===== config.mk =====
export PLATFORM = sky130hd
export DESIGN_NAME = axis_packet_fifo_flat
export DESIGN_NICKNAME = d
export VERILOG_FILES = /design/src/rtl/axis_packet_fifo_if.sv /design/src/rtl/axis_packet_fifo.sv /design/src/flat_wrapper.sv
export SDC_FILE = /design/constraint.sdc
export NUM_CORES = 1
export LEC_CHECK = 0
export CAP_MARGIN = 0
export CORE_ASPECT_RATIO = 1.75
export CORE_MARGIN = 3
export CORE_UTILIZATION = 50
export CTS_BUF_LIST = sky130_fd_sc_hd__clkbuf_8
export CTS_CLUSTER_DIAMETER = 100
export CTS_CLUSTER_SIZE = 16
export DETAILED_ROUTE_END_ITERATION = 16
export PLACE_DENSITY = 0.69
export SLEW_MARGIN = 40
export SYNTH_ARGS = -nofsm -noshare
export SYNTH_HDL_FRONTEND = slang
export SYNTH_SLANG_ARGS = --single-unit

===== constraint.sdc =====
create_clock -name CLK -period 3.6 [get_ports CLK]
set_input_delay 1.08 -clock CLK [delete_from_list [all_inputs] [get_ports CLK]]
set_output_delay 1.08 -clock CLK [all_outputs]
set_load 0.005 [all_outputs]

===== src/rtl/axis_packet_fifo_if.sv =====
// Stream FIFO bus: upstream write port, downstream FWFT read port and status.
// A word moves on a rising edge where valid and ready are both 1; ready never depends on valid.
interface axis_packet_fifo_if #(
    parameter int WIDTH = 8,
    parameter int DEPTH = 16
);
    localparam int CW = $clog2(DEPTH) + 1;

    logic [WIDTH-1:0] S_TData;
    logic             S_TValid;
    logic             S_TLast;
    logic             S_TReady;

    logic [WIDTH-1:0] M_TData;
    logic             M_TValid;
    logic             M_TLast;
    logic             M_TReady;

    logic [CW-1:0]    Count;
    logic [CW-1:0]    PktCount;
    logic             isEmpty;
    logic             isFull;
    logic             AlmostFull;
    logic             AlmostEmpty;
    logic [1:0]       State;

    modport slave (
        input  S_TData, S_TValid, S_TLast, M_TReady,
        output S_TReady, M_TData, M_TValid, M_TLast,
        output Count, PktCount, isEmpty, isFull, AlmostFull, AlmostEmpty, State
    );

    modport master (
        output S_TData, S_TValid, S_TLast, M_TReady,
        input  S_TReady, M_TData, M_TValid, M_TLast,
        input  Count, PktCount, isEmpty, isFull, AlmostFull, AlmostEmpty, State
    );
endinterface


===== src/rtl/axis_packet_fifo.sv =====
// First-word-fall-through stream FIFO with optional packet-gated output.
// State is exported on bus.State (0=WAIT, 1=SEND, 2=OVERSIZE).
module axis_packet_fifo #(
    parameter int WIDTH       = 8,
    parameter int DEPTH       = 16,
    parameter int PACKET_MODE = 0,
    parameter int AF_LEVEL    = DEPTH - 2,
    parameter int AE_LEVEL    = 2
) (
    input  logic              CLK,
    input  logic              Reset,
    axis_packet_fifo_if.slave bus
);
    localparam int AW = $clog2(DEPTH);
    localparam int CW = AW + 1;

    typedef enum logic [1:0] {
        ST_WAIT     = 2'd0,
        ST_SEND     = 2'd1,
        ST_OVERSIZE = 2'd2
    } state_t;

    state_t         state, state_nxt;
    logic [WIDTH:0] mem [DEPTH];
    logic [AW-1:0]  wr_ptr, rd_ptr;
    logic [CW-1:0]  count, count_nxt;
    logic [CW-1:0]  pkt_count, pkt_nxt;
    logic           rdy_en;
    logic           wr_en, rd_en;
    logic           head_last;
    logic           m_valid;
    logic           is_empty, is_full;

    assign is_empty  = (count == '0);
    assign is_full   = (count == CW'(DEPTH));
    assign head_last = mem[rd_ptr][WIDTH];

    // rdy_en keeps S_TReady low until the first edge after Reset releases.
    assign bus.S_TReady = rdy_en && !is_full && !Reset;
    assign m_valid      = (state != ST_WAIT) && !is_empty;
    assign wr_en        = bus.S_TValid && bus.S_TReady;
    assign rd_en        = m_valid && bus.M_TReady;

    always_comb begin
        count_nxt = count;
        case ({wr_en, rd_en})
            2'b10:   count_nxt = count + CW'(1);
            2'b01:   count_nxt = count - CW'(1);
            default: count_nxt = count;
        endcase
    end

    always_comb begin
        pkt_nxt = pkt_count;
        case ({wr_en && bus.S_TLast, rd_en && head_last})
            2'b10:   pkt_nxt = pkt_count + CW'(1);
            2'b01:   pkt_nxt = pkt_count - CW'(1);
            default: pkt_nxt = pkt_count;
        endcase
    end

    // WAIT looks at the post-edge counts so a packet completed on this edge
    // is offered on the very next cycle, matching the streaming latency.
    always_comb begin
        state_nxt = state;
        if (PACKET_MODE == 0) begin
            state_nxt = ST_SEND;
        end else begin
            case (state)
                ST_WAIT: begin
                    if (pkt_nxt != '0)
                        state_nxt = ST_SEND;
                    else if (count_nxt == CW'(DEPTH))
                        state_nxt = ST_OVERSIZE;
                end
                ST_SEND: begin
                    if (rd_en && head_last && pkt_nxt == '0)
                        state_nxt = ST_WAIT;
                end
                ST_OVERSIZE: begin
                    if (rd_en && head_last)
                        state_nxt = (pkt_nxt == '0) ? ST_WAIT : ST_SEND;
                end
                default: state_nxt = ST_WAIT;
            endcase
        end
    end

    always_ff @(posedge CLK or posedge Reset) begin
        if (Reset) begin
            wr_ptr    <= '0;
            rd_ptr    <= '0;
            count     <= '0;
            pkt_count <= '0;
            rdy_en    <= 1'b0;
            state     <= (PACKET_MODE != 0) ? ST_WAIT : ST_SEND;
        end else begin
            if (wr_en)
                wr_ptr <= wr_ptr + AW'(1);
            if (rd_en)
                rd_ptr <= rd_ptr + AW'(1);
            count     <= count_nxt;
            pkt_count <= pkt_nxt;
            rdy_en    <= 1'b1;
            state     <= state_nxt;
        end
    end

    // Storage is not reset; the pointers alone define what is valid.
    always_ff @(posedge CLK) begin
        if (wr_en)
            mem[wr_ptr] <= {bus.S_TLast, bus.S_TData};
    end

    assign bus.M_TData     = mem[rd_ptr][WIDTH-1:0];
    assign bus.M_TLast     = head_last;
    assign bus.M_TValid    = m_valid;
    assign bus.Count       = count;
    assign bus.PktCount    = pkt_count;
    assign bus.isEmpty     = is_empty;
    assign bus.isFull      = is_full;
    assign bus.AlmostFull  = (count >= CW'(AF_LEVEL));
    assign bus.AlmostEmpty = (count <= CW'(AE_LEVEL));
    assign bus.State       = state;
endmodule


===== src/flat_wrapper.sv =====
// flat-port wrapper written by rule: the top's interface ports become plain ports
module axis_packet_fifo_flat 
#(
    parameter int WIDTH       = 8,
    parameter int DEPTH       = 16,
    parameter int PACKET_MODE = 0,
    parameter int AF_LEVEL    = DEPTH - 2,
    parameter int AE_LEVEL    = 2
)
  (CLK, Reset, bus_S_TData, bus_S_TValid, bus_S_TLast, bus_M_TReady, bus_S_TReady, bus_M_TData, bus_M_TValid, bus_M_TLast, bus_Count, bus_PktCount, bus_isEmpty, bus_isFull, bus_AlmostFull, bus_AlmostEmpty, bus_State);
  axis_packet_fifo_if #(.WIDTH(WIDTH), .DEPTH(DEPTH)) bus_i ();
  input  logic CLK;
  input  logic Reset;
  input wire logic [$bits(bus_i.S_TData)-1:0] bus_S_TData;
  input wire logic [$bits(bus_i.S_TValid)-1:0] bus_S_TValid;
  input wire logic [$bits(bus_i.S_TLast)-1:0] bus_S_TLast;
  input wire logic [$bits(bus_i.M_TReady)-1:0] bus_M_TReady;
  output wire logic [$bits(bus_i.S_TReady)-1:0] bus_S_TReady;
  output wire logic [$bits(bus_i.M_TData)-1:0] bus_M_TData;
  output wire logic [$bits(bus_i.M_TValid)-1:0] bus_M_TValid;
  output wire logic [$bits(bus_i.M_TLast)-1:0] bus_M_TLast;
  output wire logic [$bits(bus_i.Count)-1:0] bus_Count;
  output wire logic [$bits(bus_i.PktCount)-1:0] bus_PktCount;
  output wire logic [$bits(bus_i.isEmpty)-1:0] bus_isEmpty;
  output wire logic [$bits(bus_i.isFull)-1:0] bus_isFull;
  output wire logic [$bits(bus_i.AlmostFull)-1:0] bus_AlmostFull;
  output wire logic [$bits(bus_i.AlmostEmpty)-1:0] bus_AlmostEmpty;
  output wire logic [$bits(bus_i.State)-1:0] bus_State;
  assign bus_i.S_TData = bus_S_TData;
  assign bus_i.S_TValid = bus_S_TValid;
  assign bus_i.S_TLast = bus_S_TLast;
  assign bus_i.M_TReady = bus_M_TReady;
  assign bus_S_TReady = bus_i.S_TReady;
  assign bus_M_TData = bus_i.M_TData;
  assign bus_M_TValid = bus_i.M_TValid;
  assign bus_M_TLast = bus_i.M_TLast;
  assign bus_Count = bus_i.Count;
  assign bus_PktCount = bus_i.PktCount;
  assign bus_isEmpty = bus_i.isEmpty;
  assign bus_isFull = bus_i.isFull;
  assign bus_AlmostFull = bus_i.AlmostFull;
  assign bus_AlmostEmpty = bus_i.AlmostEmpty;
  assign bus_State = bus_i.State;
  axis_packet_fifo #(.WIDTH(WIDTH), .DEPTH(DEPTH), .PACKET_MODE(PACKET_MODE), .AF_LEVEL(AF_LEVEL), .AE_LEVEL(AE_LEVEL)) u_core (.CLK(CLK), .Reset(Reset), .bus(bus_i));
endmodule

==> results of run 1 <==
-- routing by layer --
metal,vias to the layer above,global-route usage,part of all wire
li1,1728,-,-
met1,1889,0.2282,0.37
met2,100,0.3407,0.57
met3,21,0.03817,0.038
met4,0,0.08350,0.022
met5,-,0,0
-- flip-flops by register name, indices dropped and copies added, names as in the netlist --
name                 count
u_core.bus.Count         5
u_core.bus.PktCount      5
u_core.mem             144
u_core.rd_ptr            4
u_core.rdy_en            1
u_core.wr_ptr            4
-- critical path, delay by kind of cell (launching register included) --
| kind | cells | cell delay (ns) |
|---|---|---|
| AO/OA/AOI/OAI | 1 | 0.21 |
| flip-flops | 1 | 0.55 |
| AND/OR/NAND/NOR | 1 | 0.08 |
| buffers and inverters | 2 | 0.64 |
| multiplexers | 1 | 0.55 |
-- cell families after synthesis --
kind of cell,count (synthesis),share of synthesized area
buf+inv,38,0.02671
flops,163,0.7116
other cells,2,0.001113
xor+xnor,14,0.01818
compound gates,53,0.05342
mux,56,0.1165
fa+ha+maj,15,0.03005
simple gates,58,0.04248
-- cell type report --
type                    instances  area share
flip-flops and latches        163      0.5818
multi-input cells             199      0.2370
repair buffers                 93      0.1018
clock buffers                  17     0.02834
well taps                     171     0.02592
clock inverters                15     0.01728
inverters                      16    0.007730
-- worst max-delay path by stage --
stage                           startpoint                     end  slack, ns  cells past startpoint
after floorplan                      Reset  u_core.bus.PktCount[4]       0.09                     12
after global placement               Reset  u_core.bus.PktCount[4]      -0.05                     12
after detailed placement             Reset  u_core.bus.PktCount[4]      -0.11                     12
after CTS                 u_core.rd_ptr[0]          bus_M_TData[2]      -0.05                      6
after global routing      u_core.rd_ptr[0]          bus_M_TData[5]      -0.03                      6
final                     u_core.rd_ptr[0]          bus_M_TData[2]       0.06                      5
-- power breakdown --
part / switching, mW / internal (mW)
Sequential: 0.185 / 2.21
Combinational: 1.18 / 1.38
Clock: 0.732 / 0.512
Total: 2.10 / 4.10
-- Yosys cell counts (2+ instances only) --
library cell,number,area (um^2)
a21o_1,2,15.01
a21oi_1,5,25.02
a221oi_1,17,148.9
a22oi_1,9,67.56
and2_1,2,12.51
buf_2,6,30.03
buf_4,6,45.04
clkbuf_1,8,30.03
conb_1,2,7.510
dfrtp_1,19,475.5
edfxtp_1,144,4324
fa_1,2,40.04
ha_1,13,162.7
inv_1,15,56.30
mux2i_1,38,380.4
mux4_2,18,405.4
nand2_1,22,82.58
nand2b_1,2,12.51
nand3_1,2,10.01
nor2_1,13,48.80
nor2b_1,3,18.77
nor3_1,4,20.02
o21ai_0,19,95.09
or3b_2,2,17.52
xnor2_1,9,78.83
xor2_1,5,43.79
-- stage by stage --
step                      instance area [um^2]  total power, mW  worst slack (ns)  hold slack, ns  cells
after floorplan                           6753            3.711           0.08962          0.4674    400
after global placement                    7541            4.572          -0.05172          0.4768    627
after detailed placement                  7541            4.614           -0.1069          0.4802    627
after CTS                                 8133            6.109          -0.05040          0.4950    670
after global routing                      8255            6.575          -0.03411          0.5258    674
final                                     8255            6.199           0.05931          0.4906    674
-- cells in the final DEF (no fill, tap or decap), types with 3 or more instances in the layout --
cell and count:
nand2_1 22, inv_1 14, clkdlybuf4s50_1 32, ha_1 12, inv_6 4, mux2i_1 38, nor2_1 13, o21ai_0 14
buf_4 51, dfrtp_1 18, a221oi_2 11, clkinvlp_4 4, conb_1 3, nor3_1 4, o21ai_1 4, mux4_2 18
a22oi_1 8, dlygate4sd2_1 4, inv_8 5, xnor2_1 9, a21oi_1 5, a221oi_4 5, xor2_1 5, clkbuf_8 17
edfxtp_1 144
-- repair_timing --
action	CTS	global route
endpoints found under the setup margin	9	6
buffers inserted	10	5
cloned	1	0
pin swaps	1	5
gates resized for setup	25	21
==> reports/qor.txt, run 1 <==
cells on worst reg2reg path - 14
Yosys warning count - 0
largest net degree at the start of global routing - 20
footprint of the multi-input gates - 0.001957 mm^2
Max stage delay on crit path - 0.55 ns
Routed Antenna Nets - 0
TritonRoute pass-1 iters - 4
Worst Tran Pin Value - 0.5600 ns
Hold Crit Endpoint - u_core.bus.PktCount[4]
slew margin rel. - 0.6255
Worst R2R Setup Slack - 0.20 ns
Worst-Skew Late Latency - 0.44 ns
IO Pins - 40
hold path depth - 1
initial antenna violation count - 0
final slew viol count - 0
final setup TNS - 0 ns
Synth-to-Final Area Change - 22.39%
antenna cell count - 0
fmax - 282.4 MHz
Clock Skew - 0.01488 ns
Chip Width - 93.80 um
part of the cycle the worst path needs - 0.9835
Leakage - 3.003 nW
global-route wire length before repair - 21700 um
via count of the first global-routing pass - 4030
Reg2Reg Launch Point - u_core.rd_ptr[0]
top_reg_cell synth - edfxtp_1
fraction of layout cells with a size suffix above 1 - 0.2664
DIE AREA - 0.01498 mm^2
min-delay src - u_core.bus.PktCount[4]
routability cong. - 0.7927
# nets final - 518
CP Capture Type - primary output
H-Tree Depth - 4
maxcap violations - 0
Worst Path Arrival - 2.46 ns
Power Dens Cells - 750.9 mW/mm^2
Placeable Area - 0.01308 mm^2
number of cell rows - 55
HPWL after DPL - 9143 um
Clk pin slew, worst setup/hold paths - 0.09 ns
Via density - 5.546
Reg-to-Reg End - u_core.bus.PktCount[4]
Die Y-Extent - 159.7 um
Clock Path Buffers - 2
Avg WL per Cell - 19.87 um
Avg Cell Area, Syn - 16.91 um^2
final number of setup-violating endpoints - 0
min-delay worst type - flip-flop to flip-flop
Slowest cell on crit path - dfrtp_4
FF/Latch Area - 0.004803 mm^2
cts hold-fix bufs - 0
WP data required - 2.52 ns
CTS sink cnt - 163
cell area after synthesis - 0.006745 mm^2
status - complete, no violations
CP cell instances - buf_12, mux4_2, a22oi_2, nand2_1, clkdlybuf4s50_1
min Tclk post-route - 3.541 ns
root buf cell - clkbuf_8
Syn Inst Count - 399
Final Hold Vio Count - 0
Post-route DRC - 0
synth unique cells - 38
asr flop ratio synth - 0.1166
RSZ-0062 raised after global routing - yes
grt ovf - 0
CP Max Fanout - 13
CTS tree - yes
CTS Buf Count - 17
via count - 3738
FF+latch count, synth - 163
Global Route Usage Sum - 0.1942
Fillers - 988
Util after Layout - 0.6314
initial DRC count - 289
Routed WL - 13390 um
peak supply drop - 0.0005328 V
crit path launch type - flip-flop
sequential area share after synthesis - 0.7116
classification of the worst setup path - flip-flop to primary output
Post-synth EDFFs - 144
initial core utilization - 0.5159
Port Buffers - 37
Note: power is estimated with default switching activity, not from simulation.
==> run 2: changes to the inputs <==
--- a/config.mk
+++ b/config.mk
@@ -13,7 +13,7 @@
 export CTS_CLUSTER_DIAMETER = 100
 export CTS_CLUSTER_SIZE = 16
 export DETAILED_ROUTE_END_ITERATION = 16
-export PLACE_DENSITY = 0.69
+export PLACE_DENSITY = 0.71
 export SLEW_MARGIN = 40
 export SYNTH_ARGS = -nofsm -noshare
 export SYNTH_HDL_FRONTEND = slang
==> constraint.sdc (replaced) <==
create_clock -name CLK -period 2.85 [get_ports CLK]
set_input_delay 0.855 -clock CLK [delete_from_list [all_inputs] [get_ports CLK]]
set_output_delay 0.855 -clock CLK [all_outputs]
set_load 0.005 [all_outputs]
==> reports/qor.txt, run 2 (synthesis results as in run 1) <==
Routed WL - 14630 um
min Tclk post-route - 3.119 ns
cts hold-fix bufs - 0
routability cong. - 0.8030
# nets final - 539
TritonRoute pass-1 iters - 4
slew margin rel. - 0.6105
initial core utilization - 0.5159
RSZ-0062 raised after global routing - yes
global-route wire length before repair - 22830 um
CTS Buf Count - 17
Power Dens Cells - 977.7 mW/mm^2
Avg WL per Cell - 21.05 um
initial antenna violation count - 0
sequential share of power - 0.352
classification of the worst setup path - flip-flop to flip-flop
most common cell after layout, fill and taps aside - edfxtp_1
Die Y-Extent - 159.7 um
Comb pwr share - 0.454
part of the cycle the worst path needs - 1.094
crit path launch type - flip-flop
Worst-Skew Late Latency - 0.44 ns
Slowest cell on crit path - dfrtp_4
via count - 3844
Worst Tran Pin Value - 0.5824 ns
footprint of the multi-input gates - 0.002073 mm^2
WP data required - 3.18 ns
final number of setup-violating endpoints - 11
Final Hold Vio Count - 0
DIE AREA - 0.01498 mm^2
failing checks - setup timing
Clock Skew - 0.01049 ns
Global Route Usage Sum - 0.2072
CTS tree - yes
final worst setup slack - -0.2689 ns
peak supply drop - 0.0008137 V
maxcap violations - 0
Via density - 5.531
Sw Ratio - 0.3340
grt ovf - 0
internal power - 5.616 mW
switching pwr - 2.816 mW
Synth-to-Final Area Change - 27.86%
Routed Antenna Nets - 0
Max stage delay on crit path - 0.52 ns
CTS sink cnt - 163
CP cell instances - buf_6, mux2i_1, a221oi_1, o21ai_1, o21ai_1, buf_4, buf_6, and2_4, ha_4, inv_4, fa_2, nor2b_4, o21ai_2, nand3_1, or3b_4, xnor2_2
Port Buffers - 37
final slew viol count - 0
initial DRC count - 220
commonest non-fill, non-tap cells in the layout - 144 x edfxtp_1, 60 x buf_4, 36 x mux2i_1
Clock Path Buffers - 2
Fillers - 927
min-delay worst type - flip-flop to flip-flop
register with the most flip-flops - u_core.mem
number of cell rows - 55
FF/Latch Area - 0.004803 mm^2
status - finished, violations left
H-Tree Depth - 4
CP Capture Type - flip-flop
clock network fraction of design power - 0.195
fraction of layout cells with a size suffix above 1 - 0.3664
Leakage - 3.193 nW
Placeable Area - 0.01308 mm^2
largest net degree at the start of global routing - 20
Util after Layout - 0.6596
Clk pin slew, worst setup/hold paths - 0.09 ns
CP Max Fanout - 5
max FFs per register - 144
HPWL after DPL - 9727 um
root buf cell - clkbuf_8
antenna cell count - 0
Post-route DRC - 0
via count of the first global-routing pass - 4116
IO Pins - 40
Chip Width - 93.80 um
Worst Path Arrival - 3.45 ns
placed inst area - 0.007781 mm^2
fmax - 320.6 MHz
post-layout instance area - 0.008625 mm^2
## run 2: worst max-delay path: cells and delay by family (launching register included)
family / cells / cell delay, ns
simple gates: 4 / 0.70
compound gates: 4 / 0.56
fa+ha+maj: 2 / 0.53
flops: 1 / 0.52
mux: 1 / 0.12
xor+xnor: 1 / 0.15
buf+inv: 4 / 0.43
## run 2: worst paths after layout
path | to | cells after the start | from | slack, ns
setup / recovery | u_core.bus.PktCount[4] | 16 | u_core.rd_ptr[0] | -0.27
hold / removal | u_core.bus.PktCount[0] | 1 | u_core.bus.PktCount[0] | 0.55
setup reg to reg | u_core.bus.PktCount[4] | 16 | u_core.rd_ptr[0] | -0.27
hold reg to reg | u_core.bus.PktCount[0] | 1 | u_core.bus.PktCount[0] | 0.55
max in group asynchronous | u_core.rd_ptr[0] | 3 | Reset | 1.96
min in group asynchronous | u_core.rdy_en | 3 | Reset | 0.64
## run 2: cell type report
class	instances	share of cell area
timing repair buffer	114	0.1237
multi-input combinational	199	0.2404
sequential	163	0.5569
inverter	16	0.007979
clock buffer	17	0.02713
tap	171	0.02481
clock inverter	15	0.01900
## run 2: what timing repair did
item,CTS,global route
setup endpoints to repair,15,16
cloned,3,1
resized for setup,89,26
pin swaps,37,23
setup buffers,9,6
## run 2: power by group through the flow
stage	Clock (mW)	Combinational (mW)	Sequential (mW)
after global routing	1.77	4.13	2.99
after floorplan	0	1.79	2.96
after detailed placement	0	3.12	3.02
final	1.64	3.83	2.96
after global placement	0	3.07	3.01
after CTS	1.68	3.67	2.96
## run 2: stage by stage
stage               power, mW  TNS (ns)  hold WS [ns]  worst slack (ns)  std cells
floorplan               4.752   -0.2981        0.4605           -0.1703        400
global placement        6.083    -2.494        0.4676           -0.3413        648
detailed placement      6.146    -3.025        0.5093           -0.4356        648
CTS                     8.319    -1.627        0.5435           -0.2621        692
global route            8.893    -2.888        0.5904           -0.3999        695
finish                  8.432    -1.799        0.5532           -0.2689        695
## run 2: layer usage
layer | routed length (um) | global-route usage | vias up
met2 | 8531 | 0.3837 | 102
met1 | 5236 | 0.2326 | 1958
met3 | 649 | 0.04618 | 16
li1 | - | - | 1768
met5 | 0 | 0 | -
met4 | 214 | 0.06180 | 0
==> run 3: changes to the inputs <==
--- a/config.mk
+++ b/config.mk
@@ -13,7 +13,7 @@
 export CTS_CLUSTER_DIAMETER = 100
 export CTS_CLUSTER_SIZE = 16
 export DETAILED_ROUTE_END_ITERATION = 16
-export PLACE_DENSITY = 0.71
+export PLACE_DENSITY = 0.77
 export SLEW_MARGIN = 40
 export SYNTH_ARGS = -nofsm -noshare
 export SYNTH_HDL_FRONTEND = slang
==> constraint.sdc (replaced) <==
create_clock -name CLK -period 2.8 [get_ports CLK]
set_input_delay 0.84 -clock CLK [delete_from_list [all_inputs] [get_ports CLK]]
set_output_delay 0.84 -clock CLK [all_outputs]
set_load 0.005 [all_outputs]
==> reports/qor.txt, run 3 (synthesis results as in run 1) <==
Synth-to-Final Area Change - 27.94%
root buf cell - clkbuf_8
grt ovf - 0
largest net degree at the start of global routing - 20
final worst setup slack - -0.3072 ns
WP data required - 3.13 ns
classification of the worst setup path - flip-flop to flip-flop
failing checks - setup timing
CP Capture Type - flip-flop
CTS Buf Count - 17
Clock Skew - 0.01453 ns
fmax - 321.8 MHz
antenna cell count - 0
Placeable Area - 0.01308 mm^2
Global Route Usage Sum - 0.2153
Power Dens Cells - 989.1 mW/mm^2
post-layout instance area - 0.008630 mm^2
Placed Instances - 649
DIE AREA - 0.01498 mm^2
Hold Crit Endpoint - u_core.bus.PktCount[4]
slew margin rel. - 0.5822
final slew viol count - 0
final number of setup-violating endpoints - 11
Routed Antenna Nets - 0
# nets final - 545
Die Y-Extent - 159.7 um
Worst Tran Pin Value - 0.6247 ns
number of cell rows - 55
Clock Path Buffers - 2
HPWL after DPL - 9862 um
initial core utilization - 0.5159
Worst R2R Setup Slack - -0.31 ns
maxcap violations - 0
Crit path top cell by count - o21ai_2
initial DRC count - 327
Port Buffers - 37
fraction of layout cells with a size suffix above 1 - 0.3811
commonest non-fill, non-tap cells in the layout - 144 x edfxtp_1, 59 x buf_4, 34 x mux2i_1
placed inst area - 0.007776 mm^2
peak supply drop - 0.0006834 V
via count - 3926
crit path launch type - flip-flop
Tot Pwr - 8.535 mW
Reg-to-Reg End - u_core.bus.PktCount[4]
routability cong. - 0.8391
Routed WL - 14940 um
Setup Slack @ Placement - -0.5236 ns
RSZ-0062 raised after global routing - yes
part of the cycle the worst path needs - 1.110
IO Pins - 40
Max stage delay on crit path - 0.52 ns
Finished Layout Cells - 701
max FFs per register - 144
Via density - 5.601
Worst Path Arrival - 3.44 ns
via count of the first global-routing pass - 4390
cells on worst reg2reg path - 13
most common cell after layout, fill and taps aside - edfxtp_1
CP Max Fanout - 7
H-Tree Depth - 4
min Tclk post-route - 3.107 ns
hold path depth - 1
cts hold-fix bufs - 0
Slowest cell on crit path - dfrtp_4
Final Hold Vio Count - 0
TritonRoute pass-1 iters - 4
min-delay src - u_core.bus.PktCount[4]
Reg2Reg Launch Point - u_core.rd_ptr[0]
initial antenna violation count - 0
Leakage - 3.208 nW
register with the most flip-flops - u_core.mem
worst hold slack - 0.5227 ns
Worst-Skew Late Latency - 0.44 ns
Post-route DRC - 0
status - finished, violations left
CTS tree - yes
Chip Width - 93.80 um
global-route wire length before repair - 23720 um
CP cell instances - buf_6, mux4_2, o21ai_2, o21ai_2, buf_4, and2_4, ha_4, ha_4, nor2b_4, o21ai_2, a21oi_2, or3b_4, xnor2_2
min-delay worst type - flip-flop to flip-flop
Avg WL per Cell - 21.31 um
Clk pin slew, worst setup/hold paths - 0.08 ns
CTS sink cnt - 163
==> run 3: cell count changes in the layout (fill, tap and decap cells not counted), moves of 3 or more <==
cell        change
buf_6          +11
inv_8           -4
o21ai_0         -4
clkinvlp_4      +3
inv_6           -3
mux2i_2         +3
==> run 3: what timing repair did <==
item,in CTS,in global routing
gates cloned,3,0
setup buffers,18,3
setup endpoints to repair,16,17
gates resized for setup,111,25
pin swaps,43,39
==> run 3: report_power, final <==
part	switching (mW)	leakage [nW]	internal [mW]	total, mW
clock network	0.823	0.183	0.745	1.57
logic	1.80	1.50	2.12	3.92
registers	0.207	1.52	2.84	3.05
==> run 3: how the worst max path moves through the flow <==
stage / from / to / cells past startpoint / slack [ns]
detailed placement: Reset / u_core.bus.PktCount[4] / 12 / -0.52
global route: u_core.rd_ptr[0] / bus_M_TData[6] / 8 / -0.42
global placement: Reset / u_core.bus.PktCount[4] / 12 / -0.41
finish: u_core.rd_ptr[0] / u_core.bus.PktCount[4] / 13 / -0.31
CTS: u_core.rd_ptr[0] / bus_M_TData[6] / 8 / -0.32
floorplan: Reset / u_core.bus.PktCount[4] / 12 / -0.21
==> run 3: through the flow <==
step	util	setup TNS, ns
3_3_place_gp	0.5947	-2.395
2_1_floorplan	-	-0.3681
3_5_place_dp	0.5947	-2.985
6_report	0.6600	-2.309
4_1_cts	0.6576	-2.644
5_1_grt	0.6600	-3.479
==> run 3: layout make-up <==
| cell class | instances | area [um^2] |
|---|---|---|
| clock buffers | 19 | 261.5 |
| clock inverters | 13 | 111.4 |
| fillers | 907 | 4446 |
| inverters | 16 | 66.31 |
| multi-input cells | 199 | 2086 |
| flip-flops and latches | 163 | 4803 |
| well taps | 171 | 214.0 |
| repair buffers | 120 | 1087 |
==> run 3: per-layer routing <==
layer	global-route usage	share of wire	vias to the layer above
met3	0.05184	0.045	34
met2	0.3830	0.56	128
met5	0	0	-
met1	0.2361	0.36	1980
met4	0.1019	0.039	0
li1	-	-	1784
==> run 3: worst max-delay path: cells and delay by family (launching register included) <==
family	cells	cell delay, ns
fa+ha+maj	2	0.39
compound gates	4	0.49
flops	1	0.52
mux	1	0.51
buf+inv	2	0.28
xor+xnor	1	0.14
simple gates	3	0.67
